<file path="src/rtl/scp_pkg.sv">
// Shared definitions for the single-cycle core: instruction field positions,
// write-back address select encodings and architectural register numbers.
package scp_pkg;

  localparam int RS_HI = 25;
  localparam int RS_LO = 21;
  localparam int RT_HI = 20;
  localparam int RT_LO = 16;
  localparam int RD_HI = 15;
  localparam int RD_LO = 11;

  typedef enum logic [1:0] {
    WSEL_RT   = 2'b00,
    WSEL_RD   = 2'b01,
    WSEL_RA   = 2'b10,
    WSEL_NONE = 2'b11
  } wsel_e;

  localparam logic [4:0] REG_ZERO = 5'd0;
  localparam logic [4:0] REG_SP   = 5'd29;
  localparam logic [4:0] REG_RA   = 5'd31;

endpackage

</file>
<file path="src/rtl/reg_waddr_sel.sv">
// Write-back address decode: picks rt, rd or the link register from the
// instruction and qualifies the write (no write to r0 or with reserved select).
module reg_waddr_sel
  import scp_pkg::*;
(
  input  logic [31:0] order,
  input  logic [1:0]  wsel,
  input  logic        we,
  output logic [4:0]  waddr,
  output logic        wr_valid
);

  logic w_unused;
  assign w_unused = ^{order[31:RS_LO], order[RD_LO-1:0]};

  always_comb begin
    waddr    = REG_ZERO;
    wr_valid = 1'b0;
    case (wsel)
      WSEL_RT: waddr = order[RT_HI:RT_LO];
      WSEL_RD: waddr = order[RD_HI:RD_LO];
      WSEL_RA: waddr = REG_RA;
      default: waddr = REG_ZERO;
    endcase
    wr_valid = we && (wsel != WSEL_NONE) && (waddr != REG_ZERO);
  end

endmodule

</file>
<file path="src/rtl/reg_file32.sv">
// 32 x WIDTH architectural register file: two combinational source ports plus a
// debug port, one write per edge, r0 tied to zero, r29 resets to SP_INIT.
module reg_file32
  import scp_pkg::*;
#(
  parameter int               WIDTH   = 32,
  parameter logic [WIDTH-1:0] SP_INIT = '0
) (
  input  logic             clk,
  input  logic             rst,
  input  logic [31:0]      order,
  input  logic             we,
  input  logic [1:0]       wsel,
  input  logic [WIDTH-1:0] wdata,
  output logic [WIDTH-1:0] rdata1,
  output logic [WIDTH-1:0] rdata2,
  input  logic [4:0]       dbg_addr,
  output logic [WIDTH-1:0] dbg_data,
  output logic [15:0]      wr_count
);

  logic [4:0]       w_waddr;
  logic             w_wr_valid;
  logic [4:0]       w_rs;
  logic [4:0]       w_rt;
  logic [WIDTH-1:0] w_regs [0:31];
  logic [15:0]      r_wr_count;

  reg_waddr_sel u_waddr_sel (
    .order    (order),
    .wsel     (wsel),
    .we       (we),
    .waddr    (w_waddr),
    .wr_valid (w_wr_valid)
  );

  // Each register is its own flop bank so r0 can be a constant rather than storage.
  genvar gi;
  generate
    for (gi = 0; gi < 32; gi++) begin : g_reg
      if (5'(gi) == REG_ZERO) begin : g_zero
        assign w_regs[gi] = '0;
      end else begin : g_store
        localparam logic [WIDTH-1:0] RST_VAL = (5'(gi) == REG_SP) ? SP_INIT : '0;
        logic [WIDTH-1:0] r_q;
        always_ff @(posedge clk or posedge rst) begin
          if (rst) begin
            r_q <= RST_VAL;
          end else if (w_wr_valid && (w_waddr == 5'(gi))) begin
            r_q <= wdata;
          end
        end
        assign w_regs[gi] = r_q;
      end
    end
  endgenerate

  always_ff @(posedge clk or posedge rst) begin
    if (rst) begin
      r_wr_count <= '0;
    end else if (w_wr_valid && (r_wr_count != 16'hFFFF)) begin
      r_wr_count <= r_wr_count + 16'd1;
    end
  end

  assign w_rs     = order[RS_HI:RS_LO];
  assign w_rt     = order[RT_HI:RT_LO];
  assign rdata1   = w_regs[w_rs];
  assign rdata2   = w_regs[w_rt];
  assign dbg_data = w_regs[dbg_addr];
  assign wr_count = r_wr_count;

endmodule

</file>
<file path="config.mk">
export PLATFORM = sky130hd
export DESIGN_NAME = reg_file32
export DESIGN_NICKNAME = d
export VERILOG_FILES = /design/src/rtl/scp_pkg.sv /design/src/rtl/reg_waddr_sel.sv /design/src/rtl/reg_file32.sv
export SDC_FILE = /design/constraint.sdc
export NUM_CORES = 2
export LEC_CHECK = 0
export BUFFER_PORTS_ARGS = -buffer_cell sky130_fd_sc_hd__buf_2
export CAP_MARGIN = 40
export CORE_UTILIZATION = 39
export DETAILED_ROUTE_END_ITERATION = 7
export GPL_TIMING_DRIVEN = 0
export PLACE_DENSITY = 0.59
export SYNTH_ARGS = -nofsm -noshare
export SYNTH_HDL_FRONTEND = slang
export SYNTH_SLANG_ARGS = --single-unit
</file>
<file path="constraint.sdc">
create_clock -name clk -period 44.1 [get_ports clk]
set_clock_uncertainty 0.1 [all_clocks]
set_input_delay 8.82 -clock clk [delete_from_list [all_inputs] [get_ports clk]]
set_output_delay 8.82 -clock clk [all_outputs]
set_load 0.02 [all_outputs]
</file>
# == Yosys cells after proc, flatten, opt, wreduce, memory -nomap -nowiden ==
# Index checks and enable logic that the tools add are counted.
# classes
muxes,10
reduce_logical,36
add_sub_neg,1
bitwise,3
eq_ne,35
magnitude_cmp,3
# ops
cell,n
32-bit binary-select mux with 5-bit select,3
32-bit two-way mux,6
5-bit equality test (second input constant),16
5-bit by 4-bit equality test with 1-bit output (second input constant),8
1-bit logical AND,34
5-bit by 3-bit equality test with 1-bit output (second input constant),4
6-bit greater-or-equal comparator (second input constant),3
5-bit NOT with 6-bit output,3
16-bit by 1-bit adder with 16-bit output (second input constant),1
16-bit inequality test (second input constant),1
5-bit case mux with 3 select lines,1
5-bit by 2-bit equality test with 1-bit output (second input constant),2
5-bit by 1-bit equality test with 1-bit output (second input constant),1
5-bit nonzero test,1
2-bit by 1-bit equality test with 1-bit output (second input constant),1
2-bit equality test (second input constant),1
2-bit zero test,1
2-bit inequality test (second input constant),1
# totals
regBits,1008
in_bits,74
elab_cells,120
out_inout_bits,112

# == Longest topological paths before layout ==
# depth
word_depth,5
ltp_mapped,9
depth_no_buf,6

# == By module ==
# A second synthesis with hierarchy kept.
# hier_totals
hier_cells,4476
hier_area_um2,62152.1
# by_module_without_submodules
mod,n_inst,cells_per_inst,seq_area_each_um2,area_per_inst_um2
reg_file32,1,4453,25224.2,62025.7
reg_waddr_sel,1,23,0.0,126.4

# == Least setup slack after synthesis ==
# Ideal clock, no wire load.
# synth_timing
path_type,in2out
startpoint,in dbg_addr[0]
endpoint,out dbg_data[12]
path_buffers,2
t_arrival_ns,10.670
setup_slack_ns,24.510
cell_stages,6
t_required_ns,35.180
path_cell_list,buf_2 > buf_1 > mux4_2 > a22o_1 > o21ai_0 > o21ai_0
# synth_between
elab_chain_cells,4
# synth_lines
element,line,source
start: declaration,reg_file32.sv:17,"input logic [4:0] dbg_addr,"
5-bit NOT with 6-bit output (not written as such),reg_file32.sv:70,assign dbg_data = w_regs[dbg_addr];
32-bit binary-select mux with 5-bit select,reg_file32.sv:70,
32-bit two-way mux (not written as such) (2 in series),reg_file32.sv:70,
end: declaration,reg_file32.sv:18,"output logic [WIDTH-1:0] dbg_data,"
# Every way passes these cells. The select of a mux whose other input is x is not followed.

# == Final worst setup path ==
# layout_timing
startpoint,in order[21]
endpoint,out rdata1[17]
# layout_between
elab_chain_cells,4
# layout_lines
element,line,source
start: declaration,reg_file32.sv:11,"input logic [31:0] order,"
5-bit NOT with 6-bit output (not written as such),reg_file32.sv:68,assign rdata1 = w_regs[w_rs];
32-bit binary-select mux with 5-bit select,reg_file32.sv:68,
32-bit two-way mux (not written as such) (2 in series),reg_file32.sv:68,
end: declaration,reg_file32.sv:15,"output logic [WIDTH-1:0] rdata1,"
# Every way passes these cells. The select of a mux whose other input is x is not followed.

==> impl_metrics.json <==
{
  "status": "finished, final reports clean",
  "yosys.cell_types.count": 51,
  "crit_chain": "buf_2 -> buf_2 -> buf_2 -> buf_2 -> buf_2 -> a22oi_1 -> o221ai_1 -> nand2_1 -> o21ai_0 -> buf_2",
  "crit_path_end_kind": "output port",
  "clk_latency_ns": 0.75,
  "placementRows": 146,
  "cts_made_buffers": 113,
  "power.density_nw_per_um2": 41.7,
  "max_slew_margin": 0.289,
  "viasPerCell": 6.52,
  "grt_use_total": 0.292,
  "vias": 45900,
  "path_class": "in2out",
  "syn_area_per_cell_um2": 13.8,
  "p_int_mw": 2.06,
  "switching_share": 0.301,
  "design_area_um2": 70600,
  "dp.cells": 6813,
  "routed_wl_mm": 235,
  "post_cts_buffers": 0,
  "place_congestion": 0.944,
  "io_pins": 186,
  "die_h_um": 401,
  "yosys_register_bits": 1008,
  "cp.required_ns": 35.18,
  "slowest_stage": "o21ai_0",
  "path_delay_family": "buffers and inverters",
  "nNetsFinal": 4939,
  "crit_path_frequent_cell": "buf_2",
  "ir_drop_v": 0.0000327,
  "rsz0062_at_grt": "false",
  "cts.reportedPaths.clkPinSlew_ns": 0.06,
  "worst-path-buf-inv": 6,
  "drc": 0,
  "min_period_ns": 21.97,
  "start_util": 0.392,
  "postCtsHoldBufs": 0,
  "p_leak_nw": 31.1,
  "pwr-share-comb": 0.240,
  "grt_pass1_vias": 46400,
  "ys.flop_type": "dfrtp_1",
  "drive_above_1_share": 0.478,
  "synth_area_um2": 62100,
  "worst_path_largest_cell_delay_ns": 0.83,
  "fillerInstances": 14600,
  "hold_violations": 0,
  "final_core_util": 0.446,
  "pwr-share-clk": 0.349,
  "yosysTopAreaCell": "dfrtp_1",
  "die_w_um": 401,
  "tightestPinTransition_ns": 1.06,
  "cts_root_buf": "clkbuf_16",
  "ys_top_cells_by_area": "dfrtp_1 41%, mux4_2 21%, mux2_2 20%, mux2i_1 3.1%, a22o_1 2.7%",
  "yosys_warnings": 0,
  "clk_path_buf_depth": 3,
  "layout.cells.non_filler": 7037,
  "synth_edf_count": 0,
  "cts_tree": "done",
  "overflow": 0,
  "setup_violations": 0,
  "syn_inst": 4495,
  "grt_max_degree": 122,
  "drv_cap": 0,
  "wl_per_cell_um": 33.4,
  "die_area_um2": 161000,
  "htreeDepth": 3,
  "clock-sinks": 1008,
  "synth_common_cells": "1128 x mux2_2, 1008 x dfrtp_1, 576 x mux4_2, 268 x clkbuf_1, 224 x nand2_1",
  "critPathArrivalTime_ns": 13.05,
  "antenna_found_initial": 14,
  "crit_path_start_kind": "input pin",
  "synth_nets": 4570,
  "max_freq_ghz": 0.0455,
  "fin_crit_sh": 0.498,
  "hpwl_mm": 180,
  "dr.pass1.iters": 5,
  "synthMostInstantiatedCell": "mux2_2",
  "synth_top_area_frac": 0.406,
  "switching_power_mw": 0.886,
  "whs_ns": 0.396,
  "place_area_um2": 66600,
  "critPathMaxFanout": 11,
  "fp.coreArea_um2": 158000,
  "p_seq_frac": 0.412,
  "drt_iter0_markers": 5038,
  "antenna_left": 0,
  "total_power_mw": 2.94,
  "cts-resized-gates": 0,
  "grt_pass1_wl_mm": 338,
  "synthArstFlopShare": 1.00,
  "drv_slew": 0,
  "seq_area_frac_synth": 0.406,
  "area_delta_synth_final_pct": 13.8,
  "worst_hold_path_type": "reg2reg",
  "port_buffers": 158
}
flip-flops by register name, indices dropped and copies added, names as in the netlist:
register and flops:
wr_count 16, g.g_store.r_q 992
through the flow:
stage                     setup slack, ns  setup TNS, ns
after global routing                22.19              0
after detailed placement            22.35              0
final                               22.13              0
after floorplan                      6.82              0
after global placement              -5.07       -4852.89
after CTS                           22.35              0
cells in the final DEF (no fill, tap or decap), drive strengths merged, types with 3 or more instances in the layout:
| master | synthesis | final |
|---|---|---|
| inv | 2 | 7 |
| nand2 | 228 | 228 |
| o21ai | 193 | 193 |
| xnor2 | 9 | 9 |
| o221ai | 96 | 96 |
| clkbuf | 268 | 431 |
| a22oi | 96 | 96 |
| dfrtp | 1008 | 1008 |
| nor3 | 7 | 7 |
| a21oi | 102 | 102 |
| clkinv | 0 | 23 |
| diode | 0 | 7 |
| nand4 | 5 | 5 |
| mux2 | 1185 | 1185 |
| xor2 | 5 | 5 |
| nand3b | 5 | 5 |
| nor2b | 12 | 12 |
| mux4 | 576 | 576 |
| and2 | 7 | 7 |
| nand3 | 10 | 10 |
| clkinvlp | 0 | 3 |
| or3b | 4 | 4 |
| nor2 | 18 | 18 |
| bufinv | 0 | 15 |
| buf | 245 | 499 |
| a22o | 192 | 192 |
| and3 | 8 | 8 |
| mux2i | 193 | 193 |
path summary, 6_finish.rpt:
path	endpoint	slack, ns	depth (start not counted)	from
worst max-delay path	rdata1[17]	22.13	10	order[21]
worst min-delay path	wr_count[4]	0.40	1	wr_count[4]
worst max register to register	wr_count[15]	41.94	5	wr_count[2]
worst min register to register	wr_count[4]	0.40	1	wr_count[4]
max in group asynchronous	g_reg[11].g_store.r_q[23]	33.79	5	rst
min in group asynchronous	g_reg[25].g_store.r_q[5]	8.02	2	rst
worst reg2reg max path: cells and delay by family, from the launching register on:
family	cells	cell delay, ns
and+or+nand+nor	4	1.38
DFF	1	0.42
xor gates and xnor gates	1	0.18
cell type report:
| class | instances | area (um^2) | share of cell area |
|---|---|---|---|
| clock inverters | 46 | 639 | 0.00905 |
| flip-flops and latches | 1008 | 25200 | 0.357 |
| well taps | 2072 | 2590 | 0.0367 |
| inverters | 2 | 15.0 | 0.000213 |
| multi-input cells | 2972 | 34600 | 0.490 |
| diodes | 7 | 17.5 | 0.000248 |
| plain buffers | 513 | 2260 | 0.0320 |
| clock buffers | 163 | 3340 | 0.0472 |
| repair buffers | 254 | 1950 | 0.0276 |
kinds of logic after synthesis:
group	share of synthesized area
AO/OA/AOI/OAI	0.0778
XOR/XNOR	0.00198
adder cells (fa/ha/maj)	0.000202
buffers and inverters	0.0365
flip-flops	0.406
multiplexers	0.455
AND/OR/NAND/NOR	0.0221
metal layers:
layer  GRT usage  part of all wire
met5           0           0.00059
met4       0.143             0.057
met3      0.0825             0.099
met2       0.432              0.44
met1       0.392              0.40
power by group through the flow:
stage	sequential (mW)	combinational (mW)	clock [mW]
final	1.21	0.705	1.03
after global placement	1.21	0.672	0
after CTS	1.21	0.696	1.04
after detailed placement	1.22	0.694	0
after floorplan	1.18	0.499	0
after global routing	1.23	0.737	1.08
(Power assumes the default switching activity.)
